==> src/rtl/mem_port_arbiter_if.sv <==
// rtl/mem_port_arbiter_if.sv - core/loader request ports and memory-side signals of mem_port_arbiter
interface mem_port_arbiter_if #(
    parameter int ADDR_W = 32,
    parameter int DATA_W = 32
);
    localparam int STRB_W = DATA_W / 8;

    logic              c_req;
    logic              c_we;
    logic [ADDR_W-1:0] c_addr;
    logic [DATA_W-1:0] c_wdata;
    logic [STRB_W-1:0] c_wstrb;
    logic              c_gnt;
    logic              c_rvalid;
    logic [DATA_W-1:0] c_rdata;
    logic              c_err;

    logic              l_req;
    logic              l_we;
    logic [ADDR_W-1:0] l_addr;
    logic [DATA_W-1:0] l_wdata;
    logic [STRB_W-1:0] l_wstrb;
    logic              l_gnt;
    logic              l_rvalid;
    logic [DATA_W-1:0] l_rdata;
    logic              l_err;

    logic              mem_req;
    logic              mem_we;
    logic [ADDR_W-1:0] mem_addr;
    logic [DATA_W-1:0] mem_wdata;
    logic [STRB_W-1:0] mem_wstrb;
    logic              mem_ready;
    logic              mem_rvalid;
    logic [DATA_W-1:0] mem_rdata;

    logic              busy;
    logic              owner;

    modport slave (
        input  c_req, c_we, c_addr, c_wdata, c_wstrb,
        output c_gnt, c_rvalid, c_rdata, c_err,
        input  l_req, l_we, l_addr, l_wdata, l_wstrb,
        output l_gnt, l_rvalid, l_rdata, l_err,
        output mem_req, mem_we, mem_addr, mem_wdata, mem_wstrb,
        input  mem_ready, mem_rvalid, mem_rdata,
        output busy, owner
    );

    modport master (
        output c_req, c_we, c_addr, c_wdata, c_wstrb,
        input  c_gnt, c_rvalid, c_rdata, c_err,
        output l_req, l_we, l_addr, l_wdata, l_wstrb,
        input  l_gnt, l_rvalid, l_rdata, l_err,
        input  mem_req, mem_we, mem_addr, mem_wdata, mem_wstrb,
        output mem_ready, mem_rvalid, mem_rdata,
        input  busy, owner
    );
endinterface

==> src/rtl/mem_port_arbiter.sv <==
// rtl/mem_port_arbiter.sv - round-robin arbiter sharing one memory port between core (C) and loader (L)
module mem_port_arbiter #(
    parameter int ADDR_W  = 32,
    parameter int DATA_W  = 32,
    parameter int TIMEOUT = 255
) (
    input  logic              clk,
    input  logic              resetn,
    mem_port_arbiter_if.slave bus
);
    localparam int               STRB_W   = DATA_W / 8;
    localparam int               CNT_W    = (TIMEOUT > 0) ? $clog2(TIMEOUT + 1) : 1;
    localparam logic [CNT_W-1:0] TO_LIMIT = CNT_W'(TIMEOUT);
    localparam bit               TO_EN    = (TIMEOUT != 0);

    typedef enum logic [1:0] {
        IDLE      = 2'd0,
        ISSUE     = 2'd1,
        WAIT_RESP = 2'd2
    } state_t;

    state_t            state_q,     state_d;
    logic              last_q,      last_d;
    logic              owner_q,     owner_d;
    logic              mem_we_q,    mem_we_d;
    logic [ADDR_W-1:0] mem_addr_q,  mem_addr_d;
    logic [DATA_W-1:0] mem_wdata_q, mem_wdata_d;
    logic [STRB_W-1:0] mem_wstrb_q, mem_wstrb_d;
    logic [CNT_W-1:0]  cnt_q,       cnt_d;
    logic              c_rvalid_q,  c_rvalid_d;
    logic              l_rvalid_q,  l_rvalid_d;
    logic [DATA_W-1:0] c_rdata_q,   c_rdata_d;
    logic [DATA_W-1:0] l_rdata_q,   l_rdata_d;
    logic              c_err_q,     c_err_d;
    logic              l_err_q,     l_err_d;

    logic              winner;
    logic              idle_arb;
    logic [CNT_W-1:0]  cnt_inc;
    logic              done;
    logic              timed_out;

    // On a tie the port that did not win last time gets the grant.
    always_comb begin
        if (bus.c_req && bus.l_req) begin
            winner = ~last_q;
        end else begin
            winner = ~bus.c_req;
        end
    end

    assign idle_arb  = resetn && (state_q == IDLE);
    assign bus.c_gnt = idle_arb && bus.c_req && !winner;
    assign bus.l_gnt = idle_arb && bus.l_req && winner;
    assign cnt_inc   = cnt_q + 1'b1;

    always_comb begin
        state_d     = state_q;
        last_d      = last_q;
        owner_d     = owner_q;
        mem_we_d    = mem_we_q;
        mem_addr_d  = mem_addr_q;
        mem_wdata_d = mem_wdata_q;
        mem_wstrb_d = mem_wstrb_q;
        cnt_d       = cnt_q;
        c_rvalid_d  = 1'b0;
        l_rvalid_d  = 1'b0;
        c_rdata_d   = c_rdata_q;
        l_rdata_d   = l_rdata_q;
        c_err_d     = c_err_q;
        l_err_d     = l_err_q;
        done        = 1'b0;
        timed_out   = 1'b0;

        case (state_q)
            IDLE: begin
                if (bus.c_req || bus.l_req) begin
                    state_d     = ISSUE;
                    owner_d     = winner;
                    last_d      = winner;
                    cnt_d       = '0;
                    mem_we_d    = winner ? bus.l_we    : bus.c_we;
                    mem_addr_d  = winner ? bus.l_addr  : bus.c_addr;
                    mem_wdata_d = winner ? bus.l_wdata : bus.c_wdata;
                    mem_wstrb_d = winner ? bus.l_wstrb : bus.c_wstrb;
                end
            end
            ISSUE: begin
                cnt_d = cnt_inc;
                if (bus.mem_ready && bus.mem_rvalid) begin
                    done = 1'b1;
                end else begin
                    if (bus.mem_ready) begin
                        state_d = WAIT_RESP;
                    end
                    timed_out = TO_EN && (cnt_inc == TO_LIMIT);
                end
            end
            WAIT_RESP: begin
                cnt_d = cnt_inc;
                if (bus.mem_rvalid) begin
                    done = 1'b1;
                end else begin
                    timed_out = TO_EN && (cnt_inc == TO_LIMIT);
                end
            end
            default: state_d = IDLE;
        endcase

        // A genuine response in the same cycle as the limit still completes normally.
        if (done || timed_out) begin
            state_d = IDLE;
            if (owner_q) begin
                l_rvalid_d = 1'b1;
                l_rdata_d  = done ? bus.mem_rdata : '0;
                l_err_d    = timed_out;
            end else begin
                c_rvalid_d = 1'b1;
                c_rdata_d  = done ? bus.mem_rdata : '0;
                c_err_d    = timed_out;
            end
        end
    end

    always_ff @(posedge clk or negedge resetn) begin
        if (!resetn) begin
            state_q     <= IDLE;
            last_q      <= 1'b1;
            owner_q     <= 1'b0;
            mem_we_q    <= 1'b0;
            mem_addr_q  <= '0;
            mem_wdata_q <= '0;
            mem_wstrb_q <= '0;
            cnt_q       <= '0;
            c_rvalid_q  <= 1'b0;
            l_rvalid_q  <= 1'b0;
            c_rdata_q   <= '0;
            l_rdata_q   <= '0;
            c_err_q     <= 1'b0;
            l_err_q     <= 1'b0;
        end else begin
            state_q     <= state_d;
            last_q      <= last_d;
            owner_q     <= owner_d;
            mem_we_q    <= mem_we_d;
            mem_addr_q  <= mem_addr_d;
            mem_wdata_q <= mem_wdata_d;
            mem_wstrb_q <= mem_wstrb_d;
            cnt_q       <= cnt_d;
            c_rvalid_q  <= c_rvalid_d;
            l_rvalid_q  <= l_rvalid_d;
            c_rdata_q   <= c_rdata_d;
            l_rdata_q   <= l_rdata_d;
            c_err_q     <= c_err_d;
            l_err_q     <= l_err_d;
        end
    end

    assign bus.mem_req   = (state_q == ISSUE);
    assign bus.mem_we    = mem_we_q;
    assign bus.mem_addr  = mem_addr_q;
    assign bus.mem_wdata = mem_wdata_q;
    assign bus.mem_wstrb = mem_wstrb_q;
    assign bus.c_rvalid  = c_rvalid_q;
    assign bus.l_rvalid  = l_rvalid_q;
    assign bus.c_rdata   = c_rdata_q;
    assign bus.l_rdata   = l_rdata_q;
    assign bus.c_err     = c_err_q;
    assign bus.l_err     = l_err_q;
    assign bus.busy      = (state_q != IDLE);
    assign bus.owner     = owner_q;
endmodule

==> src/flat_wrapper.sv <==
// flat-port wrapper written by rule: the top's interface ports become plain ports
module mem_port_arbiter_flat 
#(
    parameter int ADDR_W  = 32,
    parameter int DATA_W  = 32,
    parameter int TIMEOUT = 255
)
  (clk, resetn, bus_c_req, bus_c_we, bus_c_addr, bus_c_wdata, bus_c_wstrb, bus_c_gnt, bus_c_rvalid, bus_c_rdata, bus_c_err, bus_l_req, bus_l_we, bus_l_addr, bus_l_wdata, bus_l_wstrb, bus_l_gnt, bus_l_rvalid, bus_l_rdata, bus_l_err, bus_mem_req, bus_mem_we, bus_mem_addr, bus_mem_wdata, bus_mem_wstrb, bus_mem_ready, bus_mem_rvalid, bus_mem_rdata, bus_busy, bus_owner);
  mem_port_arbiter_if #(.ADDR_W(ADDR_W), .DATA_W(DATA_W)) bus_i ();
  input  logic clk;
  input  logic resetn;
  input wire logic [$bits(bus_i.c_req)-1:0] bus_c_req;
  input wire logic [$bits(bus_i.c_we)-1:0] bus_c_we;
  input wire logic [$bits(bus_i.c_addr)-1:0] bus_c_addr;
  input wire logic [$bits(bus_i.c_wdata)-1:0] bus_c_wdata;
  input wire logic [$bits(bus_i.c_wstrb)-1:0] bus_c_wstrb;
  output wire logic [$bits(bus_i.c_gnt)-1:0] bus_c_gnt;
  output wire logic [$bits(bus_i.c_rvalid)-1:0] bus_c_rvalid;
  output wire logic [$bits(bus_i.c_rdata)-1:0] bus_c_rdata;
  output wire logic [$bits(bus_i.c_err)-1:0] bus_c_err;
  input wire logic [$bits(bus_i.l_req)-1:0] bus_l_req;
  input wire logic [$bits(bus_i.l_we)-1:0] bus_l_we;
  input wire logic [$bits(bus_i.l_addr)-1:0] bus_l_addr;
  input wire logic [$bits(bus_i.l_wdata)-1:0] bus_l_wdata;
  input wire logic [$bits(bus_i.l_wstrb)-1:0] bus_l_wstrb;
  output wire logic [$bits(bus_i.l_gnt)-1:0] bus_l_gnt;
  output wire logic [$bits(bus_i.l_rvalid)-1:0] bus_l_rvalid;
  output wire logic [$bits(bus_i.l_rdata)-1:0] bus_l_rdata;
  output wire logic [$bits(bus_i.l_err)-1:0] bus_l_err;
  output wire logic [$bits(bus_i.mem_req)-1:0] bus_mem_req;
  output wire logic [$bits(bus_i.mem_we)-1:0] bus_mem_we;
  output wire logic [$bits(bus_i.mem_addr)-1:0] bus_mem_addr;
  output wire logic [$bits(bus_i.mem_wdata)-1:0] bus_mem_wdata;
  output wire logic [$bits(bus_i.mem_wstrb)-1:0] bus_mem_wstrb;
  input wire logic [$bits(bus_i.mem_ready)-1:0] bus_mem_ready;
  input wire logic [$bits(bus_i.mem_rvalid)-1:0] bus_mem_rvalid;
  input wire logic [$bits(bus_i.mem_rdata)-1:0] bus_mem_rdata;
  output wire logic [$bits(bus_i.busy)-1:0] bus_busy;
  output wire logic [$bits(bus_i.owner)-1:0] bus_owner;
  assign bus_i.c_req = bus_c_req;
  assign bus_i.c_we = bus_c_we;
  assign bus_i.c_addr = bus_c_addr;
  assign bus_i.c_wdata = bus_c_wdata;
  assign bus_i.c_wstrb = bus_c_wstrb;
  assign bus_c_gnt = bus_i.c_gnt;
  assign bus_c_rvalid = bus_i.c_rvalid;
  assign bus_c_rdata = bus_i.c_rdata;
  assign bus_c_err = bus_i.c_err;
  assign bus_i.l_req = bus_l_req;
  assign bus_i.l_we = bus_l_we;
  assign bus_i.l_addr = bus_l_addr;
  assign bus_i.l_wdata = bus_l_wdata;
  assign bus_i.l_wstrb = bus_l_wstrb;
  assign bus_l_gnt = bus_i.l_gnt;
  assign bus_l_rvalid = bus_i.l_rvalid;
  assign bus_l_rdata = bus_i.l_rdata;
  assign bus_l_err = bus_i.l_err;
  assign bus_mem_req = bus_i.mem_req;
  assign bus_mem_we = bus_i.mem_we;
  assign bus_mem_addr = bus_i.mem_addr;
  assign bus_mem_wdata = bus_i.mem_wdata;
  assign bus_mem_wstrb = bus_i.mem_wstrb;
  assign bus_i.mem_ready = bus_mem_ready;
  assign bus_i.mem_rvalid = bus_mem_rvalid;
  assign bus_i.mem_rdata = bus_mem_rdata;
  assign bus_busy = bus_i.busy;
  assign bus_owner = bus_i.owner;
  mem_port_arbiter #(.ADDR_W(ADDR_W), .DATA_W(DATA_W), .TIMEOUT(TIMEOUT)) u_core (.clk(clk), .resetn(resetn), .bus(bus_i));
endmodule
==> config.mk <==
export PLATFORM = sky130hd
export DESIGN_NAME = mem_port_arbiter_flat
export DESIGN_NICKNAME = d
export VERILOG_FILES = /design/src/rtl/mem_port_arbiter_if.sv /design/src/rtl/mem_port_arbiter.sv /design/src/flat_wrapper.sv
export SDC_FILE = /design/constraint.sdc
export NUM_CORES = 1
export LEC_CHECK = 0
export CAP_MARGIN = 25
export CELL_PAD_IN_SITES_DETAIL_PLACEMENT = 1
export CELL_PAD_IN_SITES_GLOBAL_PLACEMENT = 2
export CORE_MARGIN = 4
export CORE_UTILIZATION = 26
export DETAILED_ROUTE_END_ITERATION = 16
export PLACE_DENSITY_LB_ADDON = 0.08
export SLEW_MARGIN = 0
export SYNTH_ARGS = -nofsm -noshare
export SYNTH_HDL_FRONTEND = slang
export SYNTH_SLANG_ARGS = --single-unit
==> constraint.sdc <==
create_clock -name clk -period 6.05 [get_ports clk]
set_input_delay 1.5125 -clock clk [delete_from_list [all_inputs] [get_ports clk]]
set_output_delay 1.5125 -clock clk [all_outputs]
set_load 0.02 [all_outputs]
Word level (Yosys, flattened, before mapping)
Cells that the tools add are included.
{ "totals": {"register_bits": 149, "latch_bits": 0, "ramBits": 0, "mem_bits_ro": 0, "inputBits": 176, "out_inout_bits": 142, "elab_cells": 68, "n_memories": 0} }
{ "op_classes": {"n_addsub": 1, "multipliers": 0, "n_div": 0, "n_lt_le_gt_ge": 0, "eq_ne": 8, "n_shift": 0, "muxes": 23, "bitwise_logic": 3, "n_reduce_logical": 19} }
{ "op_table": {"columns": ["op", "n"], "rows": [
  ["32-bit 2-to-1 mux", 3],
  ["8-bit one-hot mux with 2 select lines", 1],
  ["1-bit 2-to-1 mux", 10],
  ["8-bit by 1-bit adder with 8-bit output, second input constant", 1],
  ["8-bit equality test, second input constant", 1],
  ["2-bit 2-to-1 mux", 4],
  ["8-bit 2-to-1 mux", 1],
  ["2-bit AND reduction", 4],
  ["1-bit logical AND", 7],
  ["3-bit != test, second input constant", 2],
  ["2-bit one-hot mux with 3 select lines", 1],
  ["4-bit 2-to-1 mux", 1],
  ["1-bit one-hot mux with 2 select lines", 2],
  ["4-bit AND reduction", 1],
  ["2-bit nonzero test", 2],
  ["3-bit by 1-bit != test with 1-bit output, second input constant", 1],
  ["1-bit inverter", 3],
  ["2-bit by 1-bit equality test with 1-bit output, second input constant", 1],
  ["2-bit equality test, second input constant", 1],
  ["2-bit logical NOT", 1],
  ["1-bit logical OR", 2],
  ["2-bit by 1-bit != test with 1-bit output, second input constant", 1],
  ["2-bit != test, second input constant", 1],
  ["2-bit OR reduction", 1],
  ["1-bit logical NOT", 1]
]} }

Longest topological paths before layout
Gate-level depths: netlist (run 1).
{ "depth": {"depth_word": 7, "ltp_mapped": 9, "mapped_depth_nobuf": 7} }

Worst setup path before layout (run 1)
OpenSTA, ideal clock, no wires.
{ "synth_timing": {"kind": "input to output", "startpoint": "input port bus_l_req", "endpoint": "output port bus_c_gnt", "arrival_time_ns": 2.294, "required_ns": 4.537, "slack_ns": 2.244, "cell_stages": 5, "n_path_buf": 2, "cell_sequence": "inv_1 o21ai_0 buf_2 buf_2 nor2_1"} }
{ "synth_between": {"elab_chain_cells": 4} }
{ "synth_rtl": {"columns": ["item", "line", "source"], "rows": [
  ["start, declared", "flat_wrapper.sv:21", "input wire logic [$bits(bus_i.l_req)-1:0] bus_l_req;"],
  ["1-bit logical AND", "mem_port_arbiter.sv:45", "if (bus.c_req && bus.l_req) begin"],
  ["1-bit 2-to-1 mux", "mem_port_arbiter.sv:45", null],
  ["1-bit logical NOT", "mem_port_arbiter.sv:53", "assign bus.c_gnt = idle_arb && bus.c_req && !winner;"],
  ["1-bit logical AND", "mem_port_arbiter.sv:53", null],
  ["end, declared", "flat_wrapper.sv:17", "output wire logic [$bits(bus_i.c_gnt)-1:0] bus_c_gnt;"]
]} }
Every way passes these cells.

Worst setup path in the final report (run 1)
{ "layout_timing": {"startpoint": "input port bus_l_req", "endpoint": "output port bus_l_gnt"} }
{ "layout_between": {"elab_chain_cells": 3, "word_cells_on_any_way": 4, "classes_between": "1 x mux; 3 x reduce/logical"} }
{ "layout_rtl": {"columns": ["item", "line", "source"], "rows": [
  ["1-bit logical AND", "mem_port_arbiter.sv:45", null],
  ["1-bit 2-to-1 mux", "mem_port_arbiter.sv:45", null],
  ["1-bit logical AND *", "mem_port_arbiter.sv:54", "assign bus.l_gnt = idle_arb && bus.l_req && winner;"],
  ["end, declared", "flat_wrapper.sv:26", "output wire logic [$bits(bus_i.l_gnt)-1:0] bus_l_gnt;"]
]} }
Every way passes the cells marked *; elsewhere a longest branch is shown, timed or not.

==> impl_metrics.py, run 1 <==
metrics = {
    "detailed_routing": {
        "drt_iter0_drc": 293,
        "viasPerCell": 4.587,
        "wirelength_um": 25390,
        "ant_nets": 0,
        "avgRoutedWirePerCell_um": 18.91,
        "vias": 6161,
        "route.detailed.drc": 0,
        "drt-pass1-iter-count": 4,
    },
    "clock_tree": {
        "cts_tree": "done",
        "h-tree-depth": 4,
        "ctsLongestPathBuffers": 2,
        "clk_latency_ps": 420,
        "cts.sinks": 149,
        "cts-buffers-inserted": 17,
        "cts_setup_buffers": 0,
        "path_clk_slew_ps": 70,
        "postCtsResizedCells": 0,
        "hold_buffers": 0,
        "cts-root-buf": "clkbuf_16",
    },
    "global_routing": {
        "grt_max_degree": 142,
        "grt.total_usage_pct": 16.94,
        "grt_pass1_vias": 6563,
        "antenna_found_initial": 3,
        "grt_first_pass_wirelength_um": 40090,
        "grt-ovfl-total": 0,
    },
    "floorplan": {
        "die_h_um": 173.3,
        "row_count": 60,
        "initial_core_util_pct": 26.37,
        "ios": 318,
        "core_um2": 26950,
        "die_width_um": 173.3,
        "dieArea_um2": 30050,
    },
    "synth": {
        "synth.distinct_cells": 45,
        "synth_seq_cells": 149,
        "yosysSeqAreaShare_pct": 52.47,
        "synth.avg_cell_area_um2": 10.32,
        "yosys_warnings": 0,
        "synthCells": 689,
        "synth_nets": 871,
        "syn_area_um2": 7108,
        "yosys.area.top_type": "dfrtp_1",
        "synth.area.top_cells": "dfrtp_1 (52%), mux2i_1 (9.7%), o21ai_0 (6.7%)",
        "netlist.area_leader.share_pct": 52.10,
    },
    "worst_setup_path": {
        "crit_top_cell": "clkdlybuf4s50_1",
        "critPathKind": "primary input to output port",
        "critPathTopFamily": "buffers and inverters",
        "cp_slowest_stage_delay_ps": 650,
        "cp_slowest_cell": "clkdlybuf4s50_1",
        "crit_required_ps": 4540,
        "worst-path-max-fanout": 4,
        "start_kind": "primary input",
        "crit_path_end_kind": "output port",
        "crit_arrival_ps": 3050,
        "crit_buf_inv": 3,
        "path_cells": "clkdlybuf4s50_1, inv_1, a211oi_1, clkdlybuf4s50_1",
    },
    "run_status": {
        "outcome": "completed",
    },
    "sta": {
        "slew_viol_final": 0,
        "setup-tns-final_ps": 0,
        "hold_viol": 0,
        "tightest_slew_ps": 1027,
        "fin_ws_ps": 1485,
        "hold_slack_ps": 478.4,
        "setup_violations": 0,
        "maxSlewHeadroom_pct": 31.56,
        "skew_ps": 14.37,
        "final.period_utilization_pct": 75.46,
        "fin_crit_ps": 4565,
        "rsz0062_at_grt": "no",
        "fmax_mhz": 219.1,
    },
    "worst_hold_path": {
        "min_path_type": "flop to flop",
    },
    "power": {
        "ir_drop_mv": 0.1879,
        "leakagePower_uw": 0.004983,
        "power-per-cell-area_nw_per_um2": 456.6,
    },
    "finish": {
        "finish.instance_area_um2": 11130,
        "syn_to_final_growth_pct": 56.52,
        "nets": 1170,
        "drive_above_1_share_pct": 10.69,
    },
    "place": {
        "place_congestion": 0.7282,
        "placed_area_um2": 10570,
        "dp_hpwl_um": 18330,
        "dpl_worst_slack_ps": 1503,
        "io_buffers": 317,
    },
    "run": {
        "cap_violations": 0,
    },
}
## registers in the layout, indices dropped and copies added, names as in the netlist, 2 cells and up
signal / flops
u_core.bus.c_rdata: 32
u_core.state_q: 2
u_core.bus.mem_wdata: 32
u_core.bus.mem_wstrb: 4
u_core.bus.l_rdata: 32
u_core.bus.mem_addr: 32
u_core.cnt_q: 8
## synthesized netlist by cell type
library cell and number:
and3_1 3, o31ai_2 1, a221oi_1 1, o41a_1 1, ha_1 6, nand3_2 1
or3b_2 1, nand2_1 78, buf_4 3, dfrtp_1 148, o31a_1 1, o21ai_0 95
inv_2 1, nand4b_1 1, o21ba_1 1, o21ai_2 51, inv_1 72, o41ai_1 1
or2_2 1, mux2i_1 69, a31oi_1 1, clkbuf_1 28, dfstp_2 1, o22ai_1 2
nor4_2 1, nand3_1 6, o31ai_1 1, buf_6 1, a211oi_1 1, nand4_2 1
a32o_1 1, o211ai_1 3, nor2b_1 1, buf_8 5, nor2_1 12, mux2_2 1
xnor2_1 1, o21ai_1 2, buf_2 9, a21oi_1 7, or3_4 1, nand2b_1 2
xor2_1 2, a21o_1 1, a22oi_1 62
## logic make-up after synthesis
kind of cell,Yosys count,share of synthesized area (%)
AND/OR/NAND/NOR,109,6.689
multiplexers,70,9.875
buffers and inverters,119,7.499
XOR/XNOR,3,0.3697
adder cells (fa/ha/maj),6,1.056
flip-flops,149,52.47
AO/OA/AOI/OAI,233,22.04
## worst register-to-register path: cells and delay by family, from the launching register on
family	cells	cell delay, ps
AOI/OAI and AO/OA	3	750
DFF	1	470
adders and majority gates	1	310
and+or+nand+nor	1	140
xor gates and xnor gates	1	180
buffers and inverters	1	770
## layout make-up
class,count,area (µm²)
flip-flops and latches,149,3730
multi-input cells,421,2882
fillers,3013,15830
diodes,1,2.502
well taps,341,426.7
inverters,73,274.0
clock buffers,18,439.2
clock inverters,14,117.6
repair buffers,326,3254
## power by group
part	switching [µW]	internal, µW
sequential	234	1360
clock	472	546
combinational	1380	1100
total	2080	3000
## cells in the final DEF (no fill, tap or decap), types with 2 or more instances in the layout
master and count:
inv_6 3, xor2_1 2, nand2b_1 2, clkinv_4 3, o21ai_4 2, clkinvlp_4 5, clkbuf_16 17, o22ai_1 2
nand3_1 6, inv_1 72, nor2_1 10, buf_4 8, o21ai_0 94, and3_1 3, a22oi_1 62, dfrtp_1 148
mux2i_1 69, ha_1 6, nand2_1 78, inv_8 2, o211ai_1 3, clkdlybuf4s50_1 316, o21ai_2 51, nor2_2 2
a21oi_1 7
## path summary, 6_finish.rpt
| check | start | to | slack [ps] | cells after the start |
|---|---|---|---|---|
| min in group asynchronous | resetn | u_core.bus.l_rdata[9]$_DFFE_PN0P_ | 940 | 1 |
| min | u_core.bus.mem_wdata[2]$_DFFE_PN0P_ | u_core.bus.mem_wdata[2]$_DFFE_PN0P_ | 480 | 2 |
| max reg2reg | u_core.cnt_q[0]$_DFFE_PN0P_ | u_core.bus.l_rdata[23]$_DFFE_PN0P_ | 3270 | 7 |
| max | bus_l_req | bus_l_gnt | 1480 | 4 |
| max in group asynchronous | resetn | u_core.bus.mem_wdata[31]$_DFFE_PN0P_ | 3880 | 2 |
| min reg2reg | u_core.bus.mem_wdata[2]$_DFFE_PN0P_ | u_core.bus.mem_wdata[2]$_DFFE_PN0P_ | 480 | 2 |
## through the flow
stage          power [µW]  instances  utilization (%)
2_1_floorplan        2932        689                -
6_report             5080       1343            41.28
3_5_place_dp         4127       1310            39.21
4_1_cts              5187       1342            41.27
5_1_grt              5461       1343            41.28
3_3_place_gp         4109       1310            39.21
## per-layer routing
metal	vias to the layer above	GRT usage, %	part of all wire (%)
met5	-	0	0.083
met4	4	4.456	1.3
met3	25	6.718	9.6
met2	227	26.16	45
met1	2924	22.22	44
li1	2981	-	-
Note: power is estimated with default switching activity, not from simulation.
==> inputs of run 2 (changes only) <==
CORE_UTILIZATION = 22   (was 26)
clock period = 3.81 ns   (was 6.05 ns; I/O delays follow)
==> impl_metrics.py, run 2 (synthesis gave the netlist of run 1 again) <==
metrics = {
    "finish": {
        "final_common_cell": "clkdlybuf4s50_1",
        "nets": 1178,
        "drive_above_1_share_pct": 11.40,
        "final_cell_mix": "clkdlybuf4s50_1 (316), dfrtp_1 (148), o21ai_0 (94)",
        "syn_to_final_growth_pct": 60.17,
    },
    "floorplan": {
        "die_width_um": 187.8,
        "ios": 318,
        "dieArea_um2": 35250,
        "row_count": 65,
        "initial_core_util_pct": 22.41,
        "die_h_um": 187.8,
        "core_um2": 31720,
    },
    "worst_setup_path": {
        "cp_slowest_cell": "clkdlybuf4s50_1",
        "worst_r2r_endpoint": "u_core.bus.l_rdata[9]$_DFFE_PN0P_",
        "crit_required_ps": 2860,
        "crit_arrival_ps": 2500,
        "critPathTopFamily": "buffers and inverters",
        "crit_buf_inv": 3,
        "path_cells": "clkdlybuf4s50_1, inv_1, a211oi_1, clkdlybuf4s50_1",
        "crit_path_end_kind": "output port",
        "reg2reg_depth": 7,
        "start_kind": "primary input",
        "worst-path-max-fanout": 4,
        "reg2reg_setup_slack_ps": 1420,
        "cp_slowest_stage_delay_ps": 660,
        "rr_startpoint": "u_core.state_q[0]$_DFFE_PN0P_",
        "crit_top_cell": "clkdlybuf4s50_1",
        "critPathKind": "primary input to output port",
    },
    "sta": {
        "final.period_utilization_pct": 90.62,
        "rsz0062_at_grt": "no",
        "fmax_mhz": 289.6,
        "setup_violations": 0,
        "tightest_slew_ps": 894.7,
        "hold_viol": 0,
        "slew_viol_final": 0,
        "skew_ps": 15.08,
        "fin_crit_ps": 3453,
        "setup-tns-final_ps": 0,
        "maxSlewHeadroom_pct": 40.35,
        "fin_ws_ps": 357.5,
    },
    "worst_hold_path": {
        "min_path_type": "flop to flop",
        "worstHoldStart": "u_core.bus.mem_addr[11]$_DFFE_PN0P_",
        "whs_path_depth": 2,
        "min_to": "u_core.bus.mem_addr[11]$_DFFE_PN0P_",
    },
    "detailed_routing": {
        "ant_nets": 0,
        "wirelength_um": 27390,
        "route.detailed.drc": 0,
        "drt-pass1-iter-count": 4,
        "viasPerCell": 4.416,
        "avgRoutedWirePerCell_um": 19.40,
        "vias": 6236,
        "drt_iter0_drc": 172,
    },
    "global_routing": {
        "grt.total_usage_pct": 15.31,
        "grt_first_pass_wirelength_um": 42140,
        "grt-ovfl-total": 0,
        "antenna_found_initial": 5,
        "grt_pass1_vias": 6814,
        "grt_max_degree": 150,
    },
    "clock_tree": {
        "cts.sinks": 149,
        "h-tree-depth": 4,
        "cts_setup_buffers": 0,
        "cts-root-buf": "clkbuf_16",
        "clk_latency_ps": 420,
        "ctsLongestPathBuffers": 2,
        "postCtsResizedCells": 0,
        "path_clk_slew_ps": 60,
        "hold_buffers": 0,
        "cts_tree": "done",
        "cts-buffers-inserted": 17,
    },
    "power": {
        "power.switching_uw": 3377,
        "clkPwrFrac_pct": 20.6,
        "switching_share_pct": 40.54,
        "pwr-share-comb_pct": 49.0,
        "internal_power_uw": 4953,
        "ir_drop_mv": 0.2957,
        "p_seq_share_pct": 30.4,
        "power-per-cell-area_nw_per_um2": 731.7,
        "leakagePower_uw": 0.005074,
    },
    "run": {
        "cap_violations": 0,
    },
    "run_status": {
        "outcome": "completed",
    },
    "place": {
        "place_congestion": 0.7147,
        "dpl_worst_slack_ps": 384.8,
        "dp_hpwl_um": 19890,
        "io_buffers": 317,
    },
}
==> run 2: cell types whose count changed in the layout (fill, tap and decap cells not counted), sizes merged <==
cell | previous run | this run
bufinv | 0 | 1
clkinvlp | 5 | 3
clkbuf | 18 | 19
buf | 10 | 18
==> run 2: power by group through the flow <==
stage | clock network (µW) | registers (µW) | logic (µW)
after floorplan | 0 | 3160 | 1500
after CTS | 1780 | 2550 | 4180
after global placement | 0 | 2530 | 4150
after global routing | 1850 | 2630 | 4440
final | 1720 | 2530 | 4080
after detailed placement | 0 | 2560 | 4170
==> run 2: routing by layer <==
layer  vias to the layer above  track usage (%)  routed length [µm]
met1                      2996            17.97               11120
met4                         8            3.783                 372
met2                       207            25.54               13080
met3                        28            7.055                2764
met5                         -                0                  49
li1                       2997                -                   -
==> run 2: area by class of cell <==
class | instances | area, µm²
antenna | 1 | 2.502
clock buffer | 19 | 452.9
clock inverter | 13 | 138.9
fill | 3529 | 20330
inverter | 73 | 274.0
multi-input combinational | 421 | 2882
sequential | 149 | 3730
tap | 402 | 503.0
timing repair buffer | 334 | 3402
==> run 2: how the worst max path moves through the flow <==
| stage | startpoint | end | slack [ps] | depth (start not counted) |
|---|---|---|---|---|
| global placement | bus_l_req | bus_l_gnt | 400 | 4 |
| finish | bus_l_req | bus_l_gnt | 360 | 4 |
| global route | bus_l_req | bus_l_gnt | 280 | 4 |
| floorplan | bus_l_req | bus_c_gnt | 1120 | 5 |
| CTS | bus_l_req | bus_l_gnt | 350 | 4 |
| detailed placement | bus_l_req | bus_l_gnt | 380 | 4 |
==> run 2: worst register-to-register path: cells and delay by family, from the launching register on <==
family / cells / cell delay (ps)
buffers and inverters: 2 / 530
adders and majority gates: 1 / 430
DFF: 1 / 430
and+or+nand+nor: 2 / 670
AOI/OAI and AO/OA: 2 / 240
==> run 2: stage by stage <==
stage | utilization, % | area [µm²] | hold slack (ps) | std cells | total power [µW]
final | 35.89 | 11380 | 482.1 | 1412 | 8330
after global routing | 35.89 | 11380 | 509.9 | 1412 | 8920
after CTS | 35.89 | 11380 | 487.7 | 1411 | 8509
after detailed placement | 34.02 | 10790 | 471.7 | 1379 | 6726
after global placement | 34.02 | 10790 | 460.2 | 1379 | 6687
after floorplan | - | 7108 | 491.4 | 689 | 4656
